File: config.mk
export PLATFORM = sky130hd
export DESIGN_NAME = alu_pipe
export DESIGN_NICKNAME = d
export VERILOG_FILES = /design/src/rtl/alu_pipe.sv
export SDC_FILE = /design/constraint.sdc
export NUM_CORES = 1
export LEC_CHECK = 0
export CAP_MARGIN = 10
export CORE_UTILIZATION = 51
export DETAILED_ROUTE_END_ITERATION = 10
export PLACE_DENSITY = 0.77
export SYNTH_ARGS = -nofsm -noshare
export SYNTH_HDL_FRONTEND = slang
export SYNTH_SLANG_ARGS = --single-unit
File: constraint.sdc
create_clock -name clk -period 4.2 [get_ports clk]
set_clock_uncertainty 0.1 [all_clocks]
set_input_delay 0.42 -clock clk [delete_from_list [all_inputs] [get_ports clk]]
set_output_delay 0.42 -clock clk [all_outputs]
set_load 0.01 [all_outputs]
File: src/rtl/alu_pipe.sv
// Two-stage pipelined ALU for the sort datapath: ADD/SUB/CMP/CAS with
// valid/ready handshakes on both sides and a saturating swap counter.
module alu_pipe #(
    parameter int unsigned WIDTH = 16,
    parameter int unsigned CNT_W = 16
) (
    input  logic             clk,
    input  logic             rst,
    input  logic             in_valid,
    output logic             in_ready,
    input  logic [WIDTH-1:0] op1,
    input  logic [WIDTH-1:0] op2,
    input  logic [2:0]       alu_op,
    input  logic             signed_mode,
    output logic             out_valid,
    input  logic             out_ready,
    output logic [WIDTH-1:0] result,
    output logic [WIDTH-1:0] result2,
    output logic             lt,
    output logic             gt,
    output logic             eq,
    output logic             ovf,
    output logic             swapped,
    output logic [CNT_W-1:0] swap_count,
    input  logic             cnt_clear
);

    typedef enum logic [2:0] {
        OP_ADD = 3'b000,
        OP_SUB = 3'b001,
        OP_CMP = 3'b010,
        OP_CAS = 3'b011
    } alu_op_e;

    logic             s1_valid_q, s1_valid_d;
    logic [WIDTH-1:0] s1_op1_q, s1_op1_d;
    logic [WIDTH-1:0] s1_op2_q, s1_op2_d;
    logic [2:0]       s1_op_q, s1_op_d;
    logic             s1_signed_q, s1_signed_d;

    logic             out_valid_q, out_valid_d;
    logic [WIDTH-1:0] result_q, result_d;
    logic [WIDTH-1:0] result2_q, result2_d;
    logic             lt_q, lt_d;
    logic             gt_q, gt_d;
    logic             eq_q, eq_d;
    logic             ovf_q, ovf_d;
    logic             swapped_q, swapped_d;
    logic [CNT_W-1:0] swap_count_q, swap_count_d;

    logic             advance;
    logic             accept;

    logic [WIDTH:0]   sum_ext;
    logic [WIDTH:0]   diff_ext;
    logic             a_lt_b;
    logic             a_eq_b;
    logic             a_gt_b;
    logic [WIDTH-1:0] c_result;
    logic [WIDTH-1:0] c_result2;
    logic             c_lt, c_gt, c_eq, c_ovf, c_swapped;

    // Handshake control and stage 1 capture.
    always_comb begin
        advance     = !out_valid_q || out_ready;
        accept      = !s1_valid_q || advance;
        s1_valid_d  = s1_valid_q;
        s1_op1_d    = s1_op1_q;
        s1_op2_d    = s1_op2_q;
        s1_op_d     = s1_op_q;
        s1_signed_d = s1_signed_q;
        if (accept) begin
            s1_valid_d = in_valid;
            if (in_valid) begin
                s1_op1_d    = op1;
                s1_op2_d    = op2;
                s1_op_d     = alu_op;
                s1_signed_d = signed_mode;
            end
        end
    end

    // Datapath evaluated on the stage 1 registers.
    always_comb begin
        sum_ext   = {1'b0, s1_op1_q} + {1'b0, s1_op2_q};
        diff_ext  = {1'b0, s1_op1_q} - {1'b0, s1_op2_q};
        a_eq_b    = (s1_op1_q == s1_op2_q);
        if (s1_signed_q) begin
            a_lt_b = ($signed(s1_op1_q) < $signed(s1_op2_q));
        end else begin
            a_lt_b = (s1_op1_q < s1_op2_q);
        end
        a_gt_b    = !a_lt_b && !a_eq_b;

        c_result  = '0;
        c_result2 = '0;
        c_lt      = 1'b0;
        c_gt      = 1'b0;
        c_eq      = 1'b0;
        c_ovf     = 1'b0;
        c_swapped = 1'b0;

        case (s1_op_q)
            OP_ADD: begin
                c_result = sum_ext[WIDTH-1:0];
                if (s1_signed_q) begin
                    c_ovf = (s1_op1_q[WIDTH-1] == s1_op2_q[WIDTH-1]) &&
                            (sum_ext[WIDTH-1] != s1_op1_q[WIDTH-1]);
                end else begin
                    c_ovf = sum_ext[WIDTH];
                end
            end
            OP_SUB: begin
                c_result = diff_ext[WIDTH-1:0];
                if (s1_signed_q) begin
                    c_ovf = (s1_op1_q[WIDTH-1] != s1_op2_q[WIDTH-1]) &&
                            (diff_ext[WIDTH-1] != s1_op1_q[WIDTH-1]);
                end else begin
                    // Extended subtraction leaves the borrow in the top bit.
                    c_ovf = diff_ext[WIDTH];
                end
            end
            OP_CMP: begin
                c_lt = a_lt_b;
                c_gt = a_gt_b;
                c_eq = a_eq_b;
            end
            OP_CAS: begin
                c_lt      = a_lt_b;
                c_gt      = a_gt_b;
                c_eq      = a_eq_b;
                c_swapped = a_gt_b;
                c_result  = a_gt_b ? s1_op2_q : s1_op1_q;
                c_result2 = a_gt_b ? s1_op1_q : s1_op2_q;
            end
            default: begin
                c_result = '0;
            end
        endcase
    end

    // Stage 2 load and swap counter.
    always_comb begin
        out_valid_d  = out_valid_q;
        result_d     = result_q;
        result2_d    = result2_q;
        lt_d         = lt_q;
        gt_d         = gt_q;
        eq_d         = eq_q;
        ovf_d        = ovf_q;
        swapped_d    = swapped_q;
        swap_count_d = swap_count_q;

        if (advance) begin
            out_valid_d = s1_valid_q;
            result_d    = c_result;
            result2_d   = c_result2;
            lt_d        = c_lt;
            gt_d        = c_gt;
            eq_d        = c_eq;
            ovf_d       = c_ovf;
            swapped_d   = c_swapped;
        end

        if (cnt_clear) begin
            swap_count_d = '0;
        end else if (out_valid_q && out_ready && swapped_q && (swap_count_q != '1)) begin
            swap_count_d = swap_count_q + CNT_W'(1);
        end
    end

    always_ff @(posedge clk) begin
        if (rst) begin
            s1_valid_q   <= 1'b0;
            s1_op1_q     <= '0;
            s1_op2_q     <= '0;
            s1_op_q      <= '0;
            s1_signed_q  <= 1'b0;
            out_valid_q  <= 1'b0;
            result_q     <= '0;
            result2_q    <= '0;
            lt_q         <= 1'b0;
            gt_q         <= 1'b0;
            eq_q         <= 1'b0;
            ovf_q        <= 1'b0;
            swapped_q    <= 1'b0;
            swap_count_q <= '0;
        end else begin
            s1_valid_q   <= s1_valid_d;
            s1_op1_q     <= s1_op1_d;
            s1_op2_q     <= s1_op2_d;
            s1_op_q      <= s1_op_d;
            s1_signed_q  <= s1_signed_d;
            out_valid_q  <= out_valid_d;
            result_q     <= result_d;
            result2_q    <= result2_d;
            lt_q         <= lt_d;
            gt_q         <= gt_d;
            eq_q         <= eq_d;
            ovf_q        <= ovf_d;
            swapped_q    <= swapped_d;
            swap_count_q <= swap_count_d;
        end
    end

    assign in_ready   = accept;
    assign out_valid  = out_valid_q;
    assign result     = result_q;
    assign result2    = result2_q;
    assign lt         = lt_q;
    assign gt         = gt_q;
    assign eq         = eq_q;
    assign ovf        = ovf_q;
    assign swapped    = swapped_q;
    assign swap_count = swap_count_q;

endmodule

==> run summary <==
Fin. max-slew vios: 0
R2R Setup Slk: 0.97 ns
PD cells: 301 nW/um^2
DP HPWL: 11600 microns
Number of global-route vias before repair: 5359
Seq cells post-synth: 91
Die area: 11300 sq um
Sequential element share of the synthesized area: 32.7%
Residual DRC count: 0
Slew @ Worst Pin: 1.05 ns
Fin. Hold Viols: 0
Area contributors post-synth: dfxtp_1 (33%), nand2_1 (9.5%), a21oi_1 (7.8%), ha_1 (7.4%), mux2i_1 (3.4%)
Largest net degree at the start of global routing: 55
Setup Buffers After CTS: 0
Critical Path Fanout Max: 21
GRT overflow: 0
Total Negative Setup Slacks: 0 ns
RSZ-0062 raised after global routing: no
Worst r2r src: s1_op2_q[0]
Width of the die: 106 microns
Max VDD drop: 0.199 mV
GP Congestion: 0.898
Hold-fix buffers, CTS: 0
Main synth FF type: dfxtp_1
Worst r2r dst: result2[7]
Final Cycle Share: 76.9%
Worst Path Required: 4.34 ns
Clock Tree Root: clkbuf_8
Residual antenna-violating net count after detailed routing: 0
Outcome: finished clean
Clk slew on worst S/H paths: 0.10 ns
Drt initial violations: 397
DIE HEIGHT: 106 microns
# diodes: 0
Placed inst area: 6570 sq um
Synth cell types: 64
Cell count after synthesis: 733
Core Rows: 37
Drt total wl: 16100 microns
Most frequent cells after synthesis: nand2_1 (141), dfxtp_1 (91), a21oi_1 (87), nor2_1 (47), ha_1 (33)
Clock Sinks: 91
Bufs on Longest Clock Path: 2
IO Port Bufs: 95
Wire length of the first global-routing pass: 26100 microns
Fraction of layout cells with a size suffix above 1: 5.31%
Ys Warns: 0
Total CTS buffers: 9
Vias post-DR: 5557
Crit path time final: 3.23 ns
Post-route design area: 6740 sq um
Critical path class: reg -> reg
Number of H-tree levels: 3
Critical path arrival: 3.37 ns
Startpoint Class: flop
Area share of the largest cell type after synthesis: 32.7%
Starting Density: 53.2%
Dominant cell type by area after synthesis: dfxtp_1
Final setup violation count: 0
Syn avg cell area: 7.60 sq um
Synth async-reset ratio: 0%
Lkg Pwr: 0.00258 uW
Post-synth EDFFs: 0
Max-Cap Viols: 0
Drt first pass iters: 6
Post-CTS sizing: 0
Antenna violations before repair: 0
TritonCTS clock tree: yes
Critical path capture point type: flop
Worst skew pair latency: 0.39 ns
Nets: 881
Max-slew headroom: 29.7%
Area growth syn-to-layout: 21.0%
Multi-input gate area: 3410 sq um
CP startpoint: s1_op2_q[0]
Crit path to: result2[7]
Io pins: 96
R2R depth: 12
Synth Net Count: 809
Vias per cell: 5.87
Max Clock Freq: 310 MHz
# fillers: 985
Mapped Area: 5570 sq um
Worst min-delay path class: reg -> reg
Core area: 10500 sq um
Most frequent cell after synthesis: nand2_1
Register area: 1820 sq um
Avg WL per Cell: 17.0 microns
GRT Util Overall: 29.2%
-- flip-flops by register name (all words and copies together), names as in the netlist, 3 cells and up --
name	cells
s1_op1_q	16
result2	16
result	16
s1_op2_q	16
swap_count	16
s1_op_q	3
-- placed cells by master (no fill, tap or decap), types with 5 or more instances in the layout --
cell type / instances
nand4_1: 7
nor3_1: 27
o211ai_1: 6
nand2_1: 141
xor2_1: 15
nor2b_1: 9
inv_1: 30
buf_4: 12
dfxtp_1: 91
mux2i_1: 19
nand3_1: 13
xnor2_1: 14
nor2_1: 47
clkdlybuf4s50_1: 94
o21ai_1: 20
ha_1: 33
clkbuf_8: 9
a21o_1: 5
or3_1: 5
o21ai_0: 22
and3_1: 5
a21oi_1: 87
-- how the worst min path moves through the flow --
stage / from / end / cells past startpoint
final: result2[9] / result2[9] / 2
after global routing: result2[2] / result2[2] / 2
after CTS: result2[9] / result2[9] / 2
after detailed placement: result2[9] / result2[9] / 2
after global placement: lt / lt / 2
after floorplan: s1_valid_q / out_valid / 2
-- metrics by stage --
step	setup slack, ns	total power (uW)	instances	util, %	hold WS [ns]
final	0.970	2030	946	64.4	0.354
after global routing	0.767	2120	946	64.4	0.380
after floorplan	1.41	1310	733	-	0.363
after CTS	1.03	2020	946	64.4	0.355
after detailed placement	1.06	1470	930	62.7	0.341
after global placement	1.21	1460	930	62.7	0.339
-- final cells by class --
class	count	area share, %
clock inverters	7	0.743
inverters	33	1.84
well taps	136	2.53
multi-input cells	563	50.6
repair buffers	107	15.4
flip-flops and latches	91	27.0
clock buffers	9	1.84
-- cells by family after synthesis --
group	count (synthesis)	share of synthesized area (%)
AO/OA/AOI/OAI	199	22.2
XOR/XNOR	29	4.56
adder cells (fa/ha/maj)	35	8.13
buffers and inverters	79	6.11
flip-flops	91	32.7
multiplexers	21	3.82
AND/OR/NAND/NOR	279	22.5
-- critical path, cell delays in order (launching register included) --
cell       delay, ns
dfxtp_1         0.43
ha_1            0.20
inv_1           0.06
fa_1            0.40
a211oi_1        0.41
nor2_1          0.13
o2111ai_1       0.32
o2111ai_1       0.18
o21ai_2         0.09
or2_1           0.13
buf_4           0.29
mux2i_1         0.23
o21ai_1         0.08
-- where the power goes --
| part | internal, uW | switching (uW) |
|---|---|---|
| logic | 223 | 304 |
| registers | 897 | 38.5 |
| clock network | 219 | 343 |
-- layer usage --
layer | up-vias | routed length, microns | GRT usage (%)
met2 | 212 | 7300 | 46.8
met3 | 28 | 1090 | 4.84
met5 | - | 0 | 0
met1 | 2623 | 7340 | 39.8
met4 | 0 | 359 | 9.98
li1 | 2694 | - | -
No activity file was read; power rests on OpenSTA's default activity.
